**config.mk**
```make
export PLATFORM = sky130hd
export DESIGN_NAME = dmem_arbiter_flat
export DESIGN_NICKNAME = d
export VERILOG_FILES = /design/src/rtl/dmem_arbiter_pkg.sv /design/src/rtl/dmem_arbiter_if.sv /design/src/rtl/dmem_arbiter_rr_arb2.sv /design/src/rtl/dmem_arbiter.sv /design/src/flat_wrapper.sv
export SDC_FILE = /design/constraint.sdc
export NUM_CORES = 1
export LEC_CHECK = 0
export ABC_AREA = 1
export CAP_MARGIN = 40
export CORE_AREA = 2 2 241 243
export CTS_CLUSTER_DIAMETER = 80
export DETAILED_ROUTE_END_ITERATION = 12
export DIE_AREA = 0 0 243 245
export GPL_TIMING_DRIVEN = 0
export PLACE_DENSITY = 0.47
export SYNTH_ARGS = -nofsm -noshare
export SYNTH_HDL_FRONTEND = slang
export SYNTH_SLANG_ARGS = --single-unit
```
**constraint.sdc**
```tcl
create_clock -name clk -period 3.85 [get_ports clk]
set_input_delay 1.155 -clock clk [delete_from_list [all_inputs] [get_ports clk]]
set_output_delay 1.155 -clock clk [all_outputs]
set_load 0.1 [all_outputs]
```
**src/rtl/dmem_arbiter_pkg.sv**
```systemverilog
// Shared constants, state encodings and request payload type for the data-memory arbiter.
package dmem_pkg;

  localparam int unsigned DMEM_BYTES_DEFAULT = 1024;
  localparam int unsigned ADDR_W = 64;
  localparam int unsigned DATA_W = 64;
  localparam int unsigned SEL_W  = 8;

  localparam logic PORT_C = 1'b0;
  localparam logic PORT_D = 1'b1;

  localparam logic [0:0] ARB_S  = 1'b0;
  localparam logic [0:0] LOCK_S = 1'b1;

  typedef struct packed {
    logic              we;
    logic [ADDR_W-1:0] addr;
    logic [DATA_W-1:0] wdata;
    logic [SEL_W-1:0]  sel;
  } dmem_req_t;

  function automatic logic addr_in_range(input logic [ADDR_W-1:0] addr, input int unsigned bytes);
    return addr < ADDR_W'(bytes);
  endfunction

endpackage

```
**src/rtl/dmem_arbiter_if.sv**
```systemverilog
// Per-port request/response channel between a requester (LSU or debug) and the arbiter.
interface dmem_arbiter_if;
  import dmem_pkg::*;

  logic              req_valid;
  logic              req_ready;
  logic              req_we;
  logic [ADDR_W-1:0] req_addr;
  logic [DATA_W-1:0] req_wdata;
  logic [SEL_W-1:0]  req_sel;
  logic              rsp_valid;
  logic [DATA_W-1:0] rsp_data;
  logic              rsp_err;

  modport master (
    output req_valid, req_we, req_addr, req_wdata, req_sel,
    input  req_ready, rsp_valid, rsp_data, rsp_err
  );

  modport slave (
    input  req_valid, req_we, req_addr, req_wdata, req_sel,
    output req_ready, rsp_valid, rsp_data, rsp_err
  );

endinterface

```
**src/rtl/dmem_arbiter_rr_arb2.sv**
```systemverilog
// Two-input round-robin picker; lock forces D-only service, force_d marks D as last winner.
module rr_arb2
  import dmem_pkg::*;
(
  input  logic clk,
  input  logic rst,
  input  logic req_c,
  input  logic req_d,
  input  logic lock,
  input  logic force_d,
  output logic gnt_c,
  output logic gnt_d
);

  logic last_grant;

  always_comb begin
    gnt_c = 1'b0;
    gnt_d = 1'b0;
    if (lock) begin
      gnt_d = req_d;
    end else if (req_c && req_d) begin
      gnt_c = (last_grant == PORT_D);
      gnt_d = (last_grant == PORT_C);
    end else begin
      gnt_c = req_c;
      gnt_d = req_d;
    end
  end

  // History only moves on an accepted request, or on lock release.
  always_ff @(posedge clk) begin
    if (rst) begin
      last_grant <= PORT_D;
    end else if (force_d || gnt_d) begin
      last_grant <= PORT_D;
    end else if (gnt_c) begin
      last_grant <= PORT_C;
    end
  end

endmodule

```
**src/rtl/dmem_arbiter.sv**
```systemverilog
// Shares the single-ported dmem between core (C) and debug/DMA (D) with round-robin and debug lock.
module dmem_arbiter
  import dmem_pkg::*;
#(
  parameter int unsigned DMEM_BYTES = DMEM_BYTES_DEFAULT
) (
  input  logic              clk,
  input  logic              rst,
  dmem_arbiter_if.slave     c,
  dmem_arbiter_if.slave     d,
  input  logic              d_lock,
  output logic              d_locked,
  output logic              we_dmem,
  output logic [SEL_W-1:0]  dmem_word_sel,
  output logic [ADDR_W-1:0] r_dmem_addr,
  output logic [DATA_W-1:0] w_dmem_data,
  input  logic [DATA_W-1:0] dmem_data
);

  logic [0:0]  state;
  logic [0:0]  state_nxt;
  logic        locked;
  logic        exit_lock;
  logic        gnt_c;
  logic        gnt_d;
  logic        granted;
  logic        in_rng;
  dmem_req_t   req_c;
  dmem_req_t   req_d;
  dmem_req_t   req;

  logic              c_rsp_valid_q, d_rsp_valid_q;
  logic              c_rsp_err_q,   d_rsp_err_q;
  logic [DATA_W-1:0] c_rsp_data_q,  d_rsp_data_q;

  assign locked    = (state == LOCK_S);
  assign exit_lock = locked & ~d_lock;
  assign d_locked  = locked;

  // Requests are masked during reset so nothing reaches the memory.
  rr_arb2 u_arb (
    .clk     (clk),
    .rst     (rst),
    .req_c   (c.req_valid & ~rst),
    .req_d   (d.req_valid & ~rst),
    .lock    (locked),
    .force_d (exit_lock),
    .gnt_c   (gnt_c),
    .gnt_d   (gnt_d)
  );

  assign c.req_ready = gnt_c;
  assign d.req_ready = gnt_d;

  always_ff @(posedge clk) begin
    if (rst) begin
      state <= ARB_S;
    end else begin
      state <= state_nxt;
    end
  end

  // Lock is only taken on a cycle in which C is not being accepted.
  always_comb begin
    state_nxt = state;
    case (state)
      ARB_S:   if (d_lock && !gnt_c) state_nxt = LOCK_S;
      LOCK_S:  if (!d_lock) state_nxt = ARB_S;
      default: state_nxt = ARB_S;
    endcase
  end

  assign req_c   = '{we: c.req_we, addr: c.req_addr, wdata: c.req_wdata, sel: c.req_sel};
  assign req_d   = '{we: d.req_we, addr: d.req_addr, wdata: d.req_wdata, sel: d.req_sel};
  assign req     = gnt_d ? req_d : req_c;
  assign granted = gnt_c | gnt_d;
  assign in_rng  = addr_in_range(req.addr, DMEM_BYTES);

  always_comb begin
    we_dmem       = 1'b0;
    dmem_word_sel = '0;
    r_dmem_addr   = '0;
    w_dmem_data   = '0;
    if (granted) begin
      r_dmem_addr   = req.addr;
      w_dmem_data   = req.wdata;
      dmem_word_sel = req.we ? req.sel : '0;
      we_dmem       = req.we & in_rng;
    end
  end

  // Load data is captured at the same edge that commits a store.
  always_ff @(posedge clk) begin
    if (rst) begin
      c_rsp_valid_q <= 1'b0;
      c_rsp_err_q   <= 1'b0;
      c_rsp_data_q  <= '0;
      d_rsp_valid_q <= 1'b0;
      d_rsp_err_q   <= 1'b0;
      d_rsp_data_q  <= '0;
    end else begin
      c_rsp_valid_q <= gnt_c;
      c_rsp_err_q   <= gnt_c & ~in_rng;
      c_rsp_data_q  <= (gnt_c && !req.we && in_rng) ? dmem_data : '0;
      d_rsp_valid_q <= gnt_d;
      d_rsp_err_q   <= gnt_d & ~in_rng;
      d_rsp_data_q  <= (gnt_d && !req.we && in_rng) ? dmem_data : '0;
    end
  end

  assign c.rsp_valid = c_rsp_valid_q;
  assign c.rsp_err   = c_rsp_err_q;
  assign c.rsp_data  = c_rsp_data_q;
  assign d.rsp_valid = d_rsp_valid_q;
  assign d.rsp_err   = d_rsp_err_q;
  assign d.rsp_data  = d_rsp_data_q;

endmodule

```
**src/flat_wrapper.sv**
```systemverilog
// flat-port wrapper written by rule: the top's interface ports become plain ports
module dmem_arbiter_flat import dmem_pkg::*;
#(
  parameter int unsigned DMEM_BYTES = DMEM_BYTES_DEFAULT
)
  (clk, rst, d_lock, d_locked, we_dmem, dmem_word_sel, r_dmem_addr, w_dmem_data, dmem_data, c_req_valid, c_req_we, c_req_addr, c_req_wdata, c_req_sel, c_req_ready, c_rsp_valid, c_rsp_data, c_rsp_err, d_req_valid, d_req_we, d_req_addr, d_req_wdata, d_req_sel, d_req_ready, d_rsp_valid, d_rsp_data, d_rsp_err);
  dmem_arbiter_if c_i ();
  dmem_arbiter_if d_i ();
  input  logic clk;
  input  logic rst;
  input  logic d_lock;
  output logic d_locked;
  output logic we_dmem;
  output logic [SEL_W-1:0] dmem_word_sel;
  output logic [ADDR_W-1:0] r_dmem_addr;
  output logic [DATA_W-1:0] w_dmem_data;
  input  logic [DATA_W-1:0] dmem_data;
  input wire logic [$bits(c_i.req_valid)-1:0] c_req_valid;
  input wire logic [$bits(c_i.req_we)-1:0] c_req_we;
  input wire logic [$bits(c_i.req_addr)-1:0] c_req_addr;
  input wire logic [$bits(c_i.req_wdata)-1:0] c_req_wdata;
  input wire logic [$bits(c_i.req_sel)-1:0] c_req_sel;
  output wire logic [$bits(c_i.req_ready)-1:0] c_req_ready;
  output wire logic [$bits(c_i.rsp_valid)-1:0] c_rsp_valid;
  output wire logic [$bits(c_i.rsp_data)-1:0] c_rsp_data;
  output wire logic [$bits(c_i.rsp_err)-1:0] c_rsp_err;
  input wire logic [$bits(d_i.req_valid)-1:0] d_req_valid;
  input wire logic [$bits(d_i.req_we)-1:0] d_req_we;
  input wire logic [$bits(d_i.req_addr)-1:0] d_req_addr;
  input wire logic [$bits(d_i.req_wdata)-1:0] d_req_wdata;
  input wire logic [$bits(d_i.req_sel)-1:0] d_req_sel;
  output wire logic [$bits(d_i.req_ready)-1:0] d_req_ready;
  output wire logic [$bits(d_i.rsp_valid)-1:0] d_rsp_valid;
  output wire logic [$bits(d_i.rsp_data)-1:0] d_rsp_data;
  output wire logic [$bits(d_i.rsp_err)-1:0] d_rsp_err;
  assign c_i.req_valid = c_req_valid;
  assign c_i.req_we = c_req_we;
  assign c_i.req_addr = c_req_addr;
  assign c_i.req_wdata = c_req_wdata;
  assign c_i.req_sel = c_req_sel;
  assign c_req_ready = c_i.req_ready;
  assign c_rsp_valid = c_i.rsp_valid;
  assign c_rsp_data = c_i.rsp_data;
  assign c_rsp_err = c_i.rsp_err;
  assign d_i.req_valid = d_req_valid;
  assign d_i.req_we = d_req_we;
  assign d_i.req_addr = d_req_addr;
  assign d_i.req_wdata = d_req_wdata;
  assign d_i.req_sel = d_req_sel;
  assign d_req_ready = d_i.req_ready;
  assign d_rsp_valid = d_i.rsp_valid;
  assign d_rsp_data = d_i.rsp_data;
  assign d_rsp_err = d_i.rsp_err;
  dmem_arbiter #(.DMEM_BYTES(DMEM_BYTES)) u_core (.clk(clk), .rst(rst), .c(c_i), .d(d_i), .d_lock(d_lock), .d_locked(d_locked), .we_dmem(we_dmem), .dmem_word_sel(dmem_word_sel), .r_dmem_addr(r_dmem_addr), .w_dmem_data(w_dmem_data), .dmem_data(dmem_data));
endmodule
```
==> flow_summary.json <==
{
  "drtPass1Iterations": 4,
  "syn_area_per_cell_um2": 6.482,
  "status": "complete, but fails checks",
  "grt_pass1_wl_mm": 71.33,
  "final_cell_mix": "472 x clkdlybuf4s50_1, 193 x nand2_1, 154 x nor2_1, 134 x dfxtp_1, 128 x a21oi_4",
  "period_needed_ns": 4.230,
  "clockPowerShare_pct": 26.9,
  "cts_made_buffers": 17,
  "synth-xor-area-share_pct": 0,
  "synthToLayoutAreaGrowth_pct": 274.7,
  "dpl.hpwl_mm": 41.10,
  "netSwitchingFraction_pct": 38.25,
  "synthAdderAreaFrac_pct": 0,
  "grt_max_degree": 17,
  "grt_usage_pct": 16.16,
  "yosys-top-cells-area": "dfxtp_1 45%, nand2_1 18%, a21oi_1 11%",
  "fmax_mhz": 236.4,
  "layout_setup_ws_ns": -0.3804,
  "drive_above_1_share_pct": 40.41,
  "critPathKind": "input port to output port",
  "setup_viol": 136,
  "cap_violations": 0,
  "gp_congestion": 0.8786,
  "cts_tree": "done",
  "port_buffers": 614,
  "synth_top_family_by_area": "simple AND/OR/NAND/NOR gates",
  "core_area_um2": 57030,
  "yosysTopAreaCellShare_pct": 44.83,
  "dieArea_um2": 59540,
  "utilization_pct": 39.31,
  "postRouteAntennaNets": 0,
  "antenna_found_initial": 1,
  "ys_types": 20,
  "worstPathRequired_ns": 2.69,
  "clock_path_buffers": 2,
  "pwr-share-seq_pct": 23.7,
  "p_per_area_nw_per_um2": 263.0,
  "drt_iter0_markers": 206,
  "drt-total-wl_mm": 50.59,
  "ys_seq_area_share_pct": 44.83,
  "synth_compound_area_share_pct": 11.67,
  "cp_max_fo": 10,
  "startpoint_type": "input port",
  "final_nets": 2130,
  "die_w_um": 243,
  "fin_crit_sh_pct": 109.9,
  "critPathCapture": "we_dmem",
  "r2r-end": "u_core.d.rsp_data[10]",
  "hp-class": "flop to flop",
  "final_hold_viol_count": 0,
  "total_power_mw": 5.896,
  "cp_cell_sequence": "buf_12, nor2_4, nand2_4, buf_4, clkbuf_4, nand2_1, nand2_1, nor2_1, nand2_1, nor2_1, nand2_2, nor2_4, nand2_2, nor2_4, clkbuf_16",
  "crit_arrival_ns": 3.08,
  "insertion_delay_ns": 0.42,
  "vias": 9743,
  "nFillCells": 5400,
  "syn_area_um2": 5983,
  "synth_fp_nets": 1266,
  "slew_violations": 0,
  "slew_headroom_pct": 64.51,
  "p_sw_mw": 2.255,
  "fin_skew_ns": 0.009735,
  "drc": 0,
  "start_util_pct": 10.49,
  "rr_startpoint": "u_core.d_locked",
  "clkTransAtPathRegs_ns": 0.06,
  "slowest_stage": "clkbuf_4",
  "yosys.area_share.simple_pct": 33.98,
  "ys.warnings.count": 0,
  "pwr-share-comb_pct": 49.4,
  "postSynthCellCount": 923,
  "crit_start": "rst",
  "cts_hold_buffers": 0,
  "die_y_um": 245,
  "first_global_vias": 10818,
  "ys_ff_latch": 134,
  "p_leak_nw": 9.017,
  "p_int_mw": 3.641,
  "critPathMaxStageDelay_ns": 0.23,
  "ir_drop_mv": 0.2473,
  "violations": "setup timing",
  "synth_mux_area_share_pct": 0.3346,
  "root_buffer": "clkbuf_16",
  "rows": 88,
  "overflow": 0,
  "rsz0062_at_grt": "true",
  "avgViaCountPerCell": 3.798,
  "cts.sinks": 134,
  "r2r_slack_ns": 0.76,
  "crit_path_end_kind": "output port",
  "worst-r2r-cell-count": 17,
  "wl_per_cell_um": 19.72,
  "io_pins": 615,
  "worstMarginPinSlew_ns": 0.5323,
  "htree_num_levels": 4,
  "yosys.area.top_type": "dfxtp_1",
  "layout_commonest_cell": "clkdlybuf4s50_1"
}
==> what timing repair did <==
| action | in CTS | in global routing |
|---|---|---|
| setup endpoints to repair | 260 | 137 |
| resized for setup | 446 | 223 |
| buffers inserted | 57 | 36 |
| cloned | 12 | 4 |
| pin swaps | 56 | 45 |
==> sequential cells by signal, summed over array words and instances, names as in the netlist <==
register	count
u_core.c.rsp_data	64
u_core.c.rsp_err	1
u_core.c.rsp_valid	1
u_core.d.rsp_data	64
u_core.d.rsp_err	1
u_core.d.rsp_valid	1
u_core.d_locked	1
u_core.u_arb.last_grant	1
==> how the worst min path moves through the flow <==
stage / to / depth (start not counted) / from / slack [ns]
floorplan: u_core.c.rsp_valid / 2 / u_core.u_arb.last_grant / 0.57
global placement: u_core.c.rsp_valid / 1 / u_core.d_locked / 0.55
detailed placement: u_core.c.rsp_valid / 1 / u_core.d_locked / 0.57
CTS: u_core.c.rsp_valid / 1 / u_core.d_locked / 0.58
global route: u_core.c.rsp_valid / 1 / u_core.d_locked / 0.62
finish: u_core.c.rsp_valid / 1 / u_core.d_locked / 0.57
==> cell usage after synthesis <==
| cell type | instances |
|---|---|
| o21ai_0 | 3 |
| nor3_1 | 3 |
| clkbuf_1 | 30 |
| inv_1 | 76 |
| nand3_2 | 1 |
| buf_1 | 11 |
| nor2_1 | 171 |
| o21ai_1 | 4 |
| nor2_4 | 3 |
| nand3_1 | 41 |
| nand2_1 | 291 |
| buf_6 | 1 |
| a21oi_1 | 131 |
| buf_4 | 4 |
| inv_2 | 1 |
| mux2i_1 | 2 |
| dfxtp_1 | 134 |
| nand3_4 | 2 |
| a211oi_1 | 1 |
| buf_2 | 13 |
==> per-layer routing <==
| metal | global-route usage, % | share of wire [%] | routed length [um] |
|---|---|---|---|
| met1 | 16.72 | 36 | 18070 |
| met3 | 4.013 | 7.1 | 3577 |
| met2 | 31.80 | 55 | 27620 |
| met5 | 0 | 0 | 0 |
| met4 | 4.673 | 2.6 | 1327 |
==> power by group through the flow <==
| stage | Clock, mW | Combinational [mW] | Sequential (mW) |
|---|---|---|---|
| finish | 1.59 | 2.91 | 1.40 |
| global route | 1.69 | 3.00 | 1.40 |
| CTS | 1.63 | 2.91 | 1.40 |
| detailed placement | 0 | 2.59 | 1.43 |
| global placement | 0 | 1.99 | 1.43 |
| floorplan | 0 | 1.21 | 1.45 |
==> cells by family after synthesis <==
| logic type | count (synthesis) |
|---|---|
| mux | 2 |
| compound gates | 139 |
| buf+inv | 136 |
| simple gates | 512 |
| flops | 134 |
==> area by class of cell <==
cell class | count | area [um^2] | share of cell area [%]
antenna | 1 | 2.502 | 0.01116
buffer | 54 | 788.3 | 3.516
clock buffer | 19 | 442.9 | 1.976
clock inverter | 12 | 128.9 | 0.5748
inverter | 77 | 327.8 | 1.462
multi-input combinational | 653 | 4838 | 21.58
sequential | 134 | 2683 | 11.96
tap | 765 | 957.2 | 4.269
timing repair buffer | 849 | 12240 | 54.61
timing repair inverter | 1 | 8.758 | 0.03906
==> worst max-delay path: cells and delay by family <==
family,cells,cell delay [ns]
buf+inv,4,0.68
simple gates,11,1.23
==> metrics by stage <==
stage	hold slack [ns]	instances	cell area [um^2]	TNS [ns]	setup slack, ns
finish	0.5708	2565	22420	-26.47	-0.3804
global route	0.6201	2564	22420	-32.57	-0.4553
CTS	0.5782	2537	21980	-21.84	-0.3924
detailed placement	0.5711	2575	19990	-321.08	-2.395
global placement	0.5522	2302	13970	-372.31	-3.002
floorplan	0.5723	923	6869	-136.39	-1.488
No activity file was read; power rests on OpenSTA's default activity.
